--- config.mk ---
export PLATFORM = sky130hd
export DESIGN_NAME = cycle_countdown
export DESIGN_NICKNAME = d
export VERILOG_FILES = /design/src/rtl/cycle_countdown_pkg.sv /design/src/rtl/cycle_countdown_tff_down_counter.sv /design/src/rtl/cycle_countdown.sv
export SDC_FILE = /design/constraint.sdc
export NUM_CORES = 1
export LEC_CHECK = 0
export BUFFER_PORTS_ARGS = -buffer_cell sky130_fd_sc_hd__clkbuf_2
export CORE_UTILIZATION = 25
export DETAILED_ROUTE_END_ITERATION = 12
export PLACE_DENSITY = 0.44
export SKIP_LAST_GASP = 1
export SYNTH_ARGS = -nofsm -noshare
export SYNTH_HDL_FRONTEND = slang
export SYNTH_SLANG_ARGS = --single-unit
--- constraint.sdc ---
create_clock -name clock -period 2.3 [get_ports clock]
set_clock_uncertainty 0.05 [all_clocks]
set_input_delay 0.23 -clock clock [delete_from_list [all_inputs] [get_ports clock]]
set_output_delay 0.23 -clock clock [all_outputs]
set_load 0.005 [all_outputs]
--- src/rtl/cycle_countdown_pkg.sv ---
// Shared state encoding and default width for the multdiv iteration down-counter.
package cycle_countdown_pkg;

  localparam int DEFAULT_WIDTH = 6;

  typedef enum logic [1:0] {
    ST_IDLE = 2'b00,
    ST_RUN  = 2'b01,
    ST_DONE = 2'b10
  } state_t;

endpackage

--- src/rtl/cycle_countdown_tff_down_counter.sv ---
// Loadable down-counter built as a toggle register: bit i flips when every
// lower bit is zero (borrow chain). Load takes priority over decrement.
module tff_down_counter
  import cycle_countdown_pkg::*;
#(
  parameter int WIDTH = DEFAULT_WIDTH
) (
  input  logic             clock,
  input  logic             clr,
  input  logic             load,
  input  logic             dec,
  input  logic [WIDTH-1:0] d,
  output logic [WIDTH-1:0] Q
);

  logic [WIDTH-1:0] cnt_q, cnt_d;
  logic [WIDTH-1:0] tog;
  logic [WIDTH:0]   zlow;
  logic             dec_ok;

  // zlow[i]: bits [i-1:0] are all zero; zlow[WIDTH] flags a zero count,
  // which blocks the decrement so the count never wraps.
  always_comb begin
    zlow[0] = 1'b1;
    for (int i = 0; i < WIDTH; i++) zlow[i+1] = zlow[i] & ~cnt_q[i];
  end

  assign dec_ok = dec & ~zlow[WIDTH];

  for (genvar i = 0; i < WIDTH; i++) begin : g_tog
    assign tog[i] = dec_ok & zlow[i];
  end

  always_comb begin
    cnt_d = cnt_q ^ tog;
    if (load) cnt_d = d;
  end

  always_ff @(posedge clock) begin
    if (clr) cnt_q <= '0;
    else     cnt_q <= cnt_d;
  end

  assign Q = cnt_q;

endmodule

--- src/rtl/cycle_countdown.sv ---
// Iteration budget counter: start loads a count, en decrements it in RUN,
// and done pulses for one cycle when it reaches zero.
module cycle_countdown
  import cycle_countdown_pkg::*;
#(
  parameter int WIDTH = DEFAULT_WIDTH
) (
  input  logic             clock,
  input  logic             clr,
  input  logic             start,
  input  logic [WIDTH-1:0] load_val,
  input  logic             en,
  input  logic             abort,
  output logic [WIDTH-1:0] Q,
  output logic             busy,
  output logic             ready,
  output logic             done
);

  state_t           state_q, state_d;
  logic             load, dec;
  logic [WIDTH-1:0] cnt;

  tff_down_counter #(.WIDTH(WIDTH)) u_cnt (
    .clock (clock),
    .clr   (clr),
    .load  (load),
    .dec   (dec),
    .d     (load_val),
    .Q     (cnt)
  );

  always_comb begin
    state_d = state_q;
    load    = 1'b0;
    dec     = 1'b0;
    case (state_q)
      // DONE accepts a new start just like IDLE, so runs can chain without a bubble.
      ST_IDLE, ST_DONE: begin
        if (start) begin
          load    = 1'b1;
          state_d = (load_val == '0) ? ST_DONE : ST_RUN;
        end else begin
          state_d = ST_IDLE;
        end
      end
      ST_RUN: begin
        if (abort) begin
          state_d = ST_IDLE;
        end else if (en) begin
          dec = 1'b1;
          if (cnt == WIDTH'(1)) state_d = ST_DONE;
        end
      end
      default: state_d = ST_IDLE;
    endcase
  end

  always_ff @(posedge clock) begin
    if (clr) state_q <= ST_IDLE;
    else     state_q <= state_d;
  end

  assign Q     = cnt;
  assign busy  = (state_q == ST_RUN);
  assign ready = (state_q == ST_IDLE) || (state_q == ST_DONE);
  assign done  = (state_q == ST_DONE);

endmodule

* Word level (Yosys, flattened, before mapping)
Index checks and enable logic that the tools add are counted.
** Word-level totals
- Bits in registers :: 8
- Output and inout bits :: 9
- Input bits :: 11
- Logic and storage cells :: 43
** Cells by class
- Bitwise gates (word level) :: 19
- Equality and inequality tests :: 5
- Reductions and logical operators :: 5
- Multiplexer cells :: 12
** Operators by type and width (number)
- bitwise AND 1 bit :: 11
- two-way mux 2 bit :: 5
- inverter 1 bit :: 7
- == test 6 x 1 -> 1 bit, second input constant :: 1
- logical NOT 6 bit :: 1
- two-way mux 6 bit :: 1
- XOR 6 bit :: 1
- two-way mux 1 bit :: 5
- case mux 2 bit (2 select lines) :: 1
- != test 3 x 2 -> 1 bit, second input constant :: 1
- != test 3 bit, second input constant :: 1
- == test 2 x 1 -> 1 bit, second input constant :: 1
- == test 2 bit, second input constant :: 1
- logical NOT 2 bit :: 1
- AND reduction 2 bit :: 1
- OR reduction 2 bit :: 1
- logical OR 1 bit :: 1

* Depth between registers and ports, before layout
Gate-level depths: netlist of run 1.
- Depth in word-level cells :: 11
- Gate-level depth with buffers :: 6
- Depth with buffers taken out :: 6

* By module
A second synthesis of run 1 with hierarchy kept.
** Unflattened totals
- Cells, all modules :: 61
- Area, all modules :: 483.0 µm²
** By module, submodules not included
- tff_down_counter :: area each 330.3 µm², times used 1, cells an instance 42, seq. area each 120.1 µm²
- cycle_countdown :: area each 152.6 µm², times used 1, cells an instance 19, seq. area each 40.0 µm²

* Worst setup path before layout of run 1
Ideal clock, no wire load.
- Kind :: register to register
- Start point :: register state_q[0]
- End point :: register u_cnt.cnt_q[3], in the netlist u_cnt.Q[3]
- Path buffers :: 0
- Data arrival time :: 1505 ps
- Setup slack :: 641 ps
- Stages on the path, launching flop included :: 4
- Data required time :: 2147 ps
- Setup time :: 103 ps
- Period minus slack after synthesis :: 1659 ps
- Cell sequence :: dfxtp_1 or3b_1 or4b_4 a2111oi_2
** On the way
- Cells in the longest elaborated chain, start to end :: 6
- Elaborated cells on any way between the ends :: 10
- Those cells by class :: eq/ne: 2; mux: 3; bitwise: 3; reduce/logical: 2
** RTL lines
- start: declaration :: line cycle_countdown.sv:20 : state_t state_q, state_d;
- start signal: assignment :: line cycle_countdown.sv:61 : else state_q <= state_d;
- == test 2 x 1 -> 1 bit :: line cycle_countdown.sv:37 : case (state_q)
- two-way mux 1 bit :: line cycle_countdown.sv:37
- bitwise AND 1 bit :: line cycle_countdown_tff_down_counter.sv:28 : assign dec_ok = dec & ~zlow[WIDTH];
- bitwise AND 1 bit :: line cycle_countdown_tff_down_counter.sv:31 : assign tog[i] = dec_ok & zlow[i];
- XOR 6 bit :: line cycle_countdown_tff_down_counter.sv:35 : cnt_d = cnt_q ^ tog;
- two-way mux 6 bit (*) :: line cycle_countdown_tff_down_counter.sv:36 : if (load) cnt_d = d;
- end signal: assignment :: line cycle_countdown_tff_down_counter.sv:41 : else cnt_q <= cnt_d;
- end: declaration :: line cycle_countdown_tff_down_counter.sv:16 : logic [WIDTH-1:0] cnt_q, cnt_d;
Every way passes the cells marked *; elsewhere a longest branch is shown, timed or not.
A chain may end at the register's enable or synchronous reset.

* Worst setup path after layout of run 1
Same ends and word-level chain as after synthesis.

==> out/results.txt, run 1 <==
Max Transition Viols Final - 0
Clock buffer count from CTS - 3
DRC viols - 0
Initial antenna violation count - 0
Leak pwr - 0.256 nW
Setup TNS - 0 ns
WL/cell - 13.1 um
Post-DP Area - 607 um^2
Post-route cell area - 629 um^2
Leading area contributor after synthesis - dfxtp_1
Dpl cells - 98
Syn Inst Count - 56
Mapped Area - 488 um^2
Die H - 46.2 um
Slew HR - 70.6%
Sequential-to-total area share from yosys stat - 32.8%
Largest family of logic cells by synthesized area - simple AND/OR/NAND/NOR gates
Ys flop type - dfxtp_1
Fmax - 564 MHz
Routability congestion estimate - 0.750
Slowest-stage cell, CP - or4b_4
Via count - 516
Simple-Gate Fraction of Synth Area - 35.6%
Layout cell share with drive strength beyond 1 - 36.8%
Pwr/cell area - 564 mW/mm^2
CP top delay family - simple AND/OR/NAND/NOR gates
Buffers added on ports - 19
Row count - 15
R2r setup slk - 0.53 ns
Post-cts resize count - 0
Largest net degree at the start of global routing - 12
Worst path bufs/invs - 0
Min-delay src - load_val[5]
Worst r2r src - state_q[0]
Synthesized flop and latch total - 8
CP peak stage delay - 0.51 ns
GRT overflow - 0
First-pass GRT wire length - 2160 um
Fin crit period - 1.77 ns
Number of synthesized flops with an enable pin - 0
Vias in the first global route - 481
Yosys top cell area share - 32.8%
Post-CTS setup buffer count - 0
Mux cell area share after synthesis - 0%
Status - finished clean
DRT iter0 DRCs - 14
Max-cap viol count - 0
Startpoint Class - flop
CTS Sinks - 8
Remaining antenna violation count - 0
Clock Pin Slew Worst Setup and Hold Paths - 0.06 ns
Commonest non-fill, non-tap cell in the layout - clkbuf_2
Post-synth ARST share - 0%
Worst Hold Depth - 3
Worst Hold Endpoint - u_cnt.Q[5]
CTS root buffer - clkbuf_4
Maximum vdd drop - 0.218 mV
Worst R2R Path Depth - 3
Clock buffer depth - 2
Arrival time at the worst endpoint - 1.89 ns
Synth Net Count - 68
Synth Warn # - 0
Type of the worst min-delay path - in2reg
Period utilization - 77.1%
Fill cell count - 199
CP Max Fanout - 8
Setup violators final - 0
Cell Count, Final, Fillers Out - 101
RSZ-0062 raised after global routing - false
Crit path cell chain - or3b_1 -> or4b_4 -> a2111oi_2
CORE AREA - 0.00178 mm^2
CTS tree - yes
Post-CTS Hold Buffers - 0
Xor/xnor share of the synthesized area - 1.79%
H-Tree Depth - 1
Critical Path RT - 2.41 ns
R2r endpoint - u_cnt.Q[3]
Net count, final - 90
Footprint of the multi-input gates - 305 um^2
Total die area - 0.00213 mm^2
Worst-margin pin slew - 0.438 ns
Synth-to-layout area growth - 29.0%
Drt pass-1 iters - 4
Half-perimeter wire length after placement - 1040 um
Reg area - 160 um^2
WHS - 0.175 ns
Crit path kind - reg2reg
DR vias/cell - 5.11
Most frequent cells in the layout - 19 x clkbuf_2, 8 x nor2_1, 8 x dfxtp_1
Avg Synthesized Cell Area - 8.71 um^2
Top cells by area, synth - dfxtp_1 33%, nor2_1 6.2%, or4_1 6.2%
Post-synthesis adder-cell area fraction - 2.56%
Final hold vios - 0
Synth Area in Compound Gates - 22.6%
Final wirelength - 1330 um
Total GRT Usage - 14.8%
Initial core utilization - 27.4%
Crit. End Element - flop
Die W - 46.2 um
Ant. Diodes - 0
Worst-Skew Late Latency - 0.26 ns
Io pins - 20
Yosys cell types - 31
tightest hold or removal path, delay by kind of cell:
kind | cells | cell delay, ns
buffers and inverters | 1 | 0.09
AND/OR/NAND/NOR | 1 | 0.06
AO/OA/AOI/OAI | 1 | 0.05
cells by family (layout without fill, tap and decap cells):
family | count (synthesis) | count (layout)
XOR/XNOR | 1 | 1
flip-flops | 8 | 8
adder cells (fa/ha/maj) | 1 | 1
AO/OA/AOI/OAI | 14 | 14
buffers and inverters | 6 | 26
AND/OR/NAND/NOR | 26 | 26
sequential cells by signal (all words and copies together) (netlist names):
name,count
u_cnt.Q,6
state_q,2
per-stage QoR:
| stage | power, W | utilization [%] | setup WS (ns) |
|---|---|---|---|
| 2_1_floorplan | 0.000208 | - | 0.641 |
| 3_3_place_gp | 0.000243 | 34.0 | 0.538 |
| 3_5_place_dp | 0.000242 | 34.0 | 0.524 |
| 4_1_cts | 0.000357 | 35.3 | 0.503 |
| 5_1_grt | 0.000379 | 35.3 | 0.419 |
| 6_report | 0.000355 | 35.3 | 0.527 |
power breakdown:
part	switching (W)	internal, W
registers	0.0000139	0.000149
logic	0.0000391	0.0000360
clock network	0.0000563	0.0000603
area by class of cell:
type	instances	share of cell area, %
sequential	8	25.4
multi-input combinational	42	48.5
tap	25	4.97
clock buffer	3	3.58
timing repair buffer	19	15.1
inverter	4	2.39
cells in the mapped netlist, types with 2 or more instances:
library cell and n:
dfxtp_1 8, nor2_1 8, inv_1 4, or4_1 4, a211oi_1 2, a21oi_1 2
a311oi_1 2, and2b_2 2, nand2_1 2
how the worst max path moves through the flow:
stage                     start         end  depth (start not counted)
global route         state_q[0]  u_cnt.Q[3]                          3
floorplan            state_q[0]  u_cnt.Q[3]                          3
global placement     state_q[0]  u_cnt.Q[3]                          3
finish               state_q[0]  u_cnt.Q[3]                          3
CTS                  state_q[0]  u_cnt.Q[3]                          3
detailed placement  load_val[0]  state_q[1]                          4
layer usage:
metal  wire length, um  global-route usage, %
met1               642                   18.3
met2               588                   23.1
met3                79                   7.06
met4                14                   3.53
met5                 0                      0
(Power assumes the default switching activity.)
==> run 2, diff against run 1 <==
--- a/config.mk
+++ b/config.mk
@@ -8,7 +8,7 @@
 export BUFFER_PORTS_ARGS = -buffer_cell sky130_fd_sc_hd__clkbuf_2
 export CORE_UTILIZATION = 25
 export DETAILED_ROUTE_END_ITERATION = 12
-export PLACE_DENSITY = 0.44
+export PLACE_DENSITY = 0.46
 export SKIP_LAST_GASP = 1
 export SYNTH_ARGS = -nofsm -noshare
 export SYNTH_HDL_FRONTEND = slang
==> constraint.sdc (replaced) <==
create_clock -name clock -period 1.5 [get_ports clock]
set_clock_uncertainty 0.05 [all_clocks]
set_input_delay 0.15 -clock clock [delete_from_list [all_inputs] [get_ports clock]]
set_output_delay 0.15 -clock clock [all_outputs]
set_load 0.005 [all_outputs]
==> out/results.txt, run 2 (same netlist as run 1, synthesis figures left out) <==
CTS tree - yes (unchanged)
Net count, final - 111 (was 90)
Io pins - 20 (unchanged)
Maximum vdd drop - 0.461 mV (was 0.218 mV)
CTS root buffer - clkbuf_4 (unchanged)
Clock buffer depth - 2 (unchanged)
Worst-margin pin slew - 0.263 ns (was 0.438 ns)
Initial antenna violation count - 0 (unchanged)
WHS - 0.0914 ns (was 0.175 ns)
CP Max Fanout - 2 (was 8)
R2r setup slk - -0.15 ns (was 0.53 ns)
Vias in the first global route - 528 (was 481)
WL/cell - 12.9 um (was 13.1 um)
Worst-Skew Late Latency - 0.27 ns (was 0.26 ns)
Number of flip-flops in the largest register - 6 (unchanged)
Most frequent cells in the layout - 21 x buf_4, 19 x clkbuf_2, 8 x nor2_1 (was 19 x clkbuf_2, 8 x nor2_1, 8 x dfxtp_1)
CTS Sinks - 8 (unchanged)
Period utilization - 110% (was 77.1%)
Synth-to-layout area growth - 75.4% (was 29.0%)
Final wirelength - 1580 um (was 1330 um)
Buffers added on ports - 19 (unchanged)
Remaining antenna violation count - 0 (unchanged)
Post-DP Area - 763 um^2 (was 607 um^2)
Startpoint Class - flop (unchanged)
Max-cap viol count - 0 (unchanged)
Total die area - 0.00213 mm^2 (unchanged)
Ant. Diodes - 0 (unchanged)
Commonest non-fill, non-tap cell in the layout - buf_4 (was clkbuf_2)
Leak pwr - 0.369 nW (was 0.256 nW)
Half-perimeter wire length after placement - 1150 um (was 1040 um)
Die W - 46.2 um (unchanged)
Setup violators final - 3 (was 0)
Critical path launch point - state_q[0] (unchanged)
Final hold vios - 0 (unchanged)
Drt pass-1 iters - 4 (unchanged)
H-Tree Depth - 1 (unchanged)
Worst R2R Path Depth - 3 (unchanged)
Arrival time at the worst endpoint - 1.78 ns (was 1.89 ns)
Clock buffer count from CTS - 3 (unchanged)
Setup TNS - -0.402 ns (was 0 ns)
Critical Path RT - 1.62 ns (was 2.41 ns)
DRT iter0 DRCs - 4 (was 14)
Initial core utilization - 27.4% (unchanged)
Largest net degree at the start of global routing - 11 (was 12)
DR vias/cell - 4.91 (was 5.11)
R2r endpoint - u_cnt.Q[3] (unchanged)
Total GRT Usage - 16.5% (was 14.8%)
Fin util - 48.0% (was 35.3%)
Status - finished, violations left (was finished clean)
Pwr/cell area - 747 mW/mm^2 (was 564 mW/mm^2)
Layout cell share with drive strength beyond 1 - 60.8% (was 36.8%)
Die H - 46.2 um (unchanged)
DRC viols - 0 (unchanged)
Fin crit period - 1.65 ns (was 1.77 ns)
Post-route cell area - 856 um^2 (was 629 um^2)
Crit path kind - reg2reg (unchanged)
First-pass GRT wire length - 2340 um (was 2160 um)
Via count - 599 (was 516)
Row count - 15 (unchanged)
CORE AREA - 0.00178 mm^2 (unchanged)
Worst r2r src - state_q[0] (unchanged)
Max Transition Viols Final - 0 (unchanged)
Crit. End Element - flop (unchanged)
Slew HR - 82.4% (was 70.6%)
RSZ-0062 raised after global routing - true (was false)
Setup crit end - u_cnt.Q[3] (unchanged)
Clock Pin Slew Worst Setup and Hold Paths - 0.06 ns (about the same)
Total power - 0.000639 W (was 0.000355 W)
GRT overflow - 0 (unchanged)
Fmax - 606 MHz (was 564 MHz)
Routability congestion estimate - 0.717 (was 0.750)
Failing checks - setup timing
Fin worst setup slack - -0.151 ns (was 0.527 ns)
Type of the worst min-delay path - in2reg (unchanged)
[run 2: worst min-delay path by stage]
stage | cells past startpoint | to | slack, ns | from
floorplan | 2 | u_cnt.Q[5] | 0.24 | load_val[5]
global placement | 3 | u_cnt.Q[5] | 0.37 | load_val[5]
detailed placement | 3 | u_cnt.Q[5] | 0.37 | load_val[5]
CTS | 3 | u_cnt.Q[5] | 0.09 | load_val[5]
global route | 3 | u_cnt.Q[5] | 0.12 | load_val[5]
finish | 3 | u_cnt.Q[5] | 0.09 | load_val[5]
[run 2: where the power goes]
part	internal (W)	switching, W	total (W)
clock	0.0000928	0.0000912	0.000184
combinational	0.000117	0.0000965	0.000214
sequential	0.000230	0.0000118	0.000241
total	0.000440	0.000199	0.000639
[run 2: through the flow]
step | cells | setup WS (ns)
floorplan | 56 | -0.119
global placement | 118 | -0.169
detailed placement | 118 | -0.145
CTS | 121 | -0.146
global route | 122 | -0.195
finish | 122 | -0.151
[run 2: critical path: stages, from the launching register on]
cell and delay (ns):
dfxtp_2 0.32, or3b_4 0.37, or4b_4 0.51, a2111oi_4 0.30
[run 2: layout make-up]
class / count / area (um^2)
timing repair buffer: 40 / 253
sequential: 8 / 163
clock buffer: 3 / 22.5
multi-input combinational: 42 / 372
inverter: 4 / 15.0
tap: 25 / 31.3
fill: 195 / 927
[run 2: metal layers]
layer	routed length, um	global-route usage [%]	part of all wire, %	vias up
met5	0	0	0	-
met4	23	7.06	1.5	0
met3	100	7.45	6.3	3
met2	731	24.2	46	21
met1	720	20.6	46	278
li1	-	-	-	297
[run 2: timing repair]
action                                  in CTS  in global routing
resized for setup                            5                  5
setup buffers                                0                  1
hold buffers                                 0                  0
endpoints found under the setup margin       5                  7
pin swaps                                    4                  2
==> run 3, diff against run 2 <==
--- a/config.mk
+++ b/config.mk
@@ -8,7 +8,7 @@
 export BUFFER_PORTS_ARGS = -buffer_cell sky130_fd_sc_hd__clkbuf_2
 export CORE_UTILIZATION = 25
 export DETAILED_ROUTE_END_ITERATION = 12
-export PLACE_DENSITY = 0.46
+export PLACE_DENSITY = 0.44
 export SKIP_LAST_GASP = 1
 export SYNTH_ARGS = -nofsm -noshare
 export SYNTH_HDL_FRONTEND = slang
==> constraint.sdc (replaced) <==
create_clock -name clock -period 1.76 [get_ports clock]
set_clock_uncertainty 0.05 [all_clocks]
set_input_delay 0.176 -clock clock [delete_from_list [all_inputs] [get_ports clock]]
set_output_delay 0.176 -clock clock [all_outputs]
set_load 0.005 [all_outputs]
==> out/results.txt, run 3 (same netlist as run 1, synthesis figures left out) <==
Final hold vios - 0 (unchanged)
Vias in the first global route - 464 (was 528)
Slew HR - 80.8% (was 82.4%)
Clock Pin Slew Worst Setup and Hold Paths - 0.06 ns (about the same)
Setup violators final - 0 (was 3)
Reg area - 161 um^2 (was 163 um^2)
Crit path kind - reg2reg (unchanged)
Via count - 501 (was 599)
Seq pwr share - 43.9% (was 37.8%)
Startpoint Class - flop (unchanged)
Total power - 0.000477 W (was 0.000639 W)
Io pins - 20 (unchanged)
Fill cell count - 184 (was 195)
DRC viols - 0 (unchanged)
Net count, final - 95 (was 111)
P_int - 0.000335 W (was 0.000440 W)
Worst Hold Depth - 3 (unchanged)
Worst-margin pin slew - 0.288 ns (was 0.263 ns)
Setup TNS - 0 ns (was -0.402 ns)
Maximum vdd drop - 0.400 mV (was 0.461 mV)
R2r setup slk - 0.08 ns (was -0.15 ns)
Type of the worst min-delay path - in2reg (unchanged)
Worst-Skew Late Latency - 0.26 ns (was 0.27 ns)
Leak pwr - 0.286 nW (was 0.369 nW)
Post-CTS setup buffer count - 0 (unchanged)
Pwr/cell area - 692 mW/mm^2 (was 747 mW/mm^2)
Footprint of the multi-input gates - 327 um^2 (was 372 um^2)
Comb pwr share - 25.3% (was 33.4%)
Half-perimeter wire length after placement - 1030 um (was 1150 um)
Largest net degree at the start of global routing - 11 (unchanged)
Worst Hold Endpoint - u_cnt.Q[5] (unchanged)
Number of flip-flops in the largest register - 6 (unchanged)
CTS tree - yes (unchanged)
Row count - 15 (unchanged)
Most frequent cells in the layout - 19 x clkbuf_2, 8 x nor2_1, 7 x dfxtp_1 (was 21 x buf_4, 19 x clkbuf_2, 8 x nor2_1)
CTS Sinks - 8 (unchanged)
Initial antenna violation count - 0 (unchanged)
WHS - 0.132 ns (was 0.0914 ns)
Commonest non-fill, non-tap cell in the layout - clkbuf_2 (was buf_4)
Fin crit period - 1.68 ns (was 1.65 ns)
Crit path cell chain - or4_4 -> or4_1 -> a311oi_1 (was or3b_4 -> or4b_4 -> a2111oi_4)
Post-cts resize count - 1 (was 5)
DRT iter0 DRCs - 5 (was 4)
Clk pwr share - 30.7% (was 28.8%)
Arrival time at the worst endpoint - 1.80 ns (was 1.78 ns)
Period utilization - 95.5% (was 110%)
CP peak stage delay - 0.53 ns (was 0.51 ns)
Routability congestion estimate - 0.727 (was 0.717)
Clock buffer depth - 2 (unchanged)
RSZ-0062 raised after global routing - true (unchanged)
Die W - 46.2 um (unchanged)
Crit. End Element - flop (unchanged)
Die H - 46.2 um (unchanged)
Post-route cell area - 689 um^2 (was 856 um^2)
Drt pass-1 iters - 4 (unchanged)
Status - finished clean (was finished, violations left)
Total die area - 0.00213 mm^2 (unchanged)
Buffers added on ports - 19 (unchanged)
Post-CTS Hold Buffers - 0 (unchanged)
Worst R2R Path Depth - 3 (unchanged)
Fmax - 595 MHz (was 606 MHz)
CTS root buffer - clkbuf_4 (unchanged)
H-Tree Depth - 1 (unchanged)
Max-cap viol count - 0 (unchanged)
Ant. Diodes - 0 (unchanged)
CP Max Fanout - 5 (was 2)
GRT overflow - 0 (unchanged)
First-pass GRT wire length - 2200 um (was 2340 um)
WL/cell - 12.1 um (was 12.9 um)
Initial core utilization - 27.4% (unchanged)
Post-DP Area - 644 um^2 (was 763 um^2)
Min-delay src - load_val[5] (unchanged)
CORE AREA - 0.00178 mm^2 (unchanged)
Max Transition Viols Final - 0 (unchanged)
Slowest-stage cell, CP - or4_4 (was or4b_4)
Synth-to-layout area growth - 41.3% (was 75.4%)
Critical Path RT - 1.87 ns (was 1.62 ns)
Clock buffer count from CTS - 3 (unchanged)
Remaining antenna violation count - 0 (unchanged)
R2r endpoint - u_cnt.Q[4] (was u_cnt.Q[3])
Fin worst setup slack - 0.0788 ns (was -0.151 ns)
Worst r2r src - u_cnt.Q[1] (was state_q[0])
Final wirelength - 1280 um (was 1580 um)
Post-Place Setup Slack - 0.0186 ns (was -0.145 ns)
DR vias/cell - 4.73 (was 4.91)
Total GRT Usage - 14.8% (was 16.5%)
Switching Share - 29.7% (was 31.2%)
P_sw - 0.000141 W (was 0.000199 W)
Layout cell share with drive strength beyond 1 - 44.4% (was 60.8%)
[run 3: cell count changes in the layout (fill, tap and decap cells not counted), sizes merged]
cell  before  now
buf       21    5
[run 3: power by group through the flow]
| stage | clock network (W) | registers [W] | logic, W |
|---|---|---|---|
| global route | 0.000165 | 0.000212 | 0.000137 |
| floorplan | 0 | 0.000213 | 0.0000582 |
| global placement | 0 | 0.000211 | 0.000117 |
| finish | 0.000147 | 0.000209 | 0.000121 |
| detailed placement | 0 | 0.000212 | 0.000115 |
| CTS | 0.000155 | 0.000208 | 0.000117 |
[run 3: worst max-delay path by stage]
stage / startpoint / cells past startpoint / slack (ns) / endpoint
after floorplan: state_q[0] / 3 / 0.10 / u_cnt.Q[3]
after global placement: u_cnt.Q[1] / 3 / 0.03 / u_cnt.Q[4]
after detailed placement: u_cnt.Q[1] / 3 / 0.02 / u_cnt.Q[4]
after CTS: u_cnt.Q[1] / 3 / 0.04 / u_cnt.Q[4]
after global routing: u_cnt.Q[1] / 3 / -0.005 / u_cnt.Q[4]
final: u_cnt.Q[1] / 3 / 0.08 / u_cnt.Q[4]
[run 3: through the flow]
stage | cells | util [%]
floorplan | 56 | -
global placement | 103 | 36.1
detailed placement | 103 | 36.1
CTS | 106 | 37.6
global route | 106 | 38.7
finish | 106 | 38.7
[run 3: worst max-delay path: cells and delay by family, from the launching register on]
family	cells	cell delay [ns]
DFF	1	0.35
AOI/OAI and AO/OA	1	0.26
and+or+nand+nor	2	0.93
[run 3: area by class of cell]
class / instances / share of cell area, %
Clock buffer: 3 / 3.27
Inverter: 4 / 2.18
Timing Repair Buffer: 24 / 19.2
Multi-Input combinational cell: 42 / 47.4
Tap cell: 25 / 4.54
Sequential cell: 8 / 23.4
[run 3: per-layer routing]
metal	track usage [%]	vias to the layer above	wire, um
li1	-	263	-
met5	0	-	0
met4	3.53	0	0
met3	5.88	0	94
met1	21.2	219	642
met2	20.3	19	544
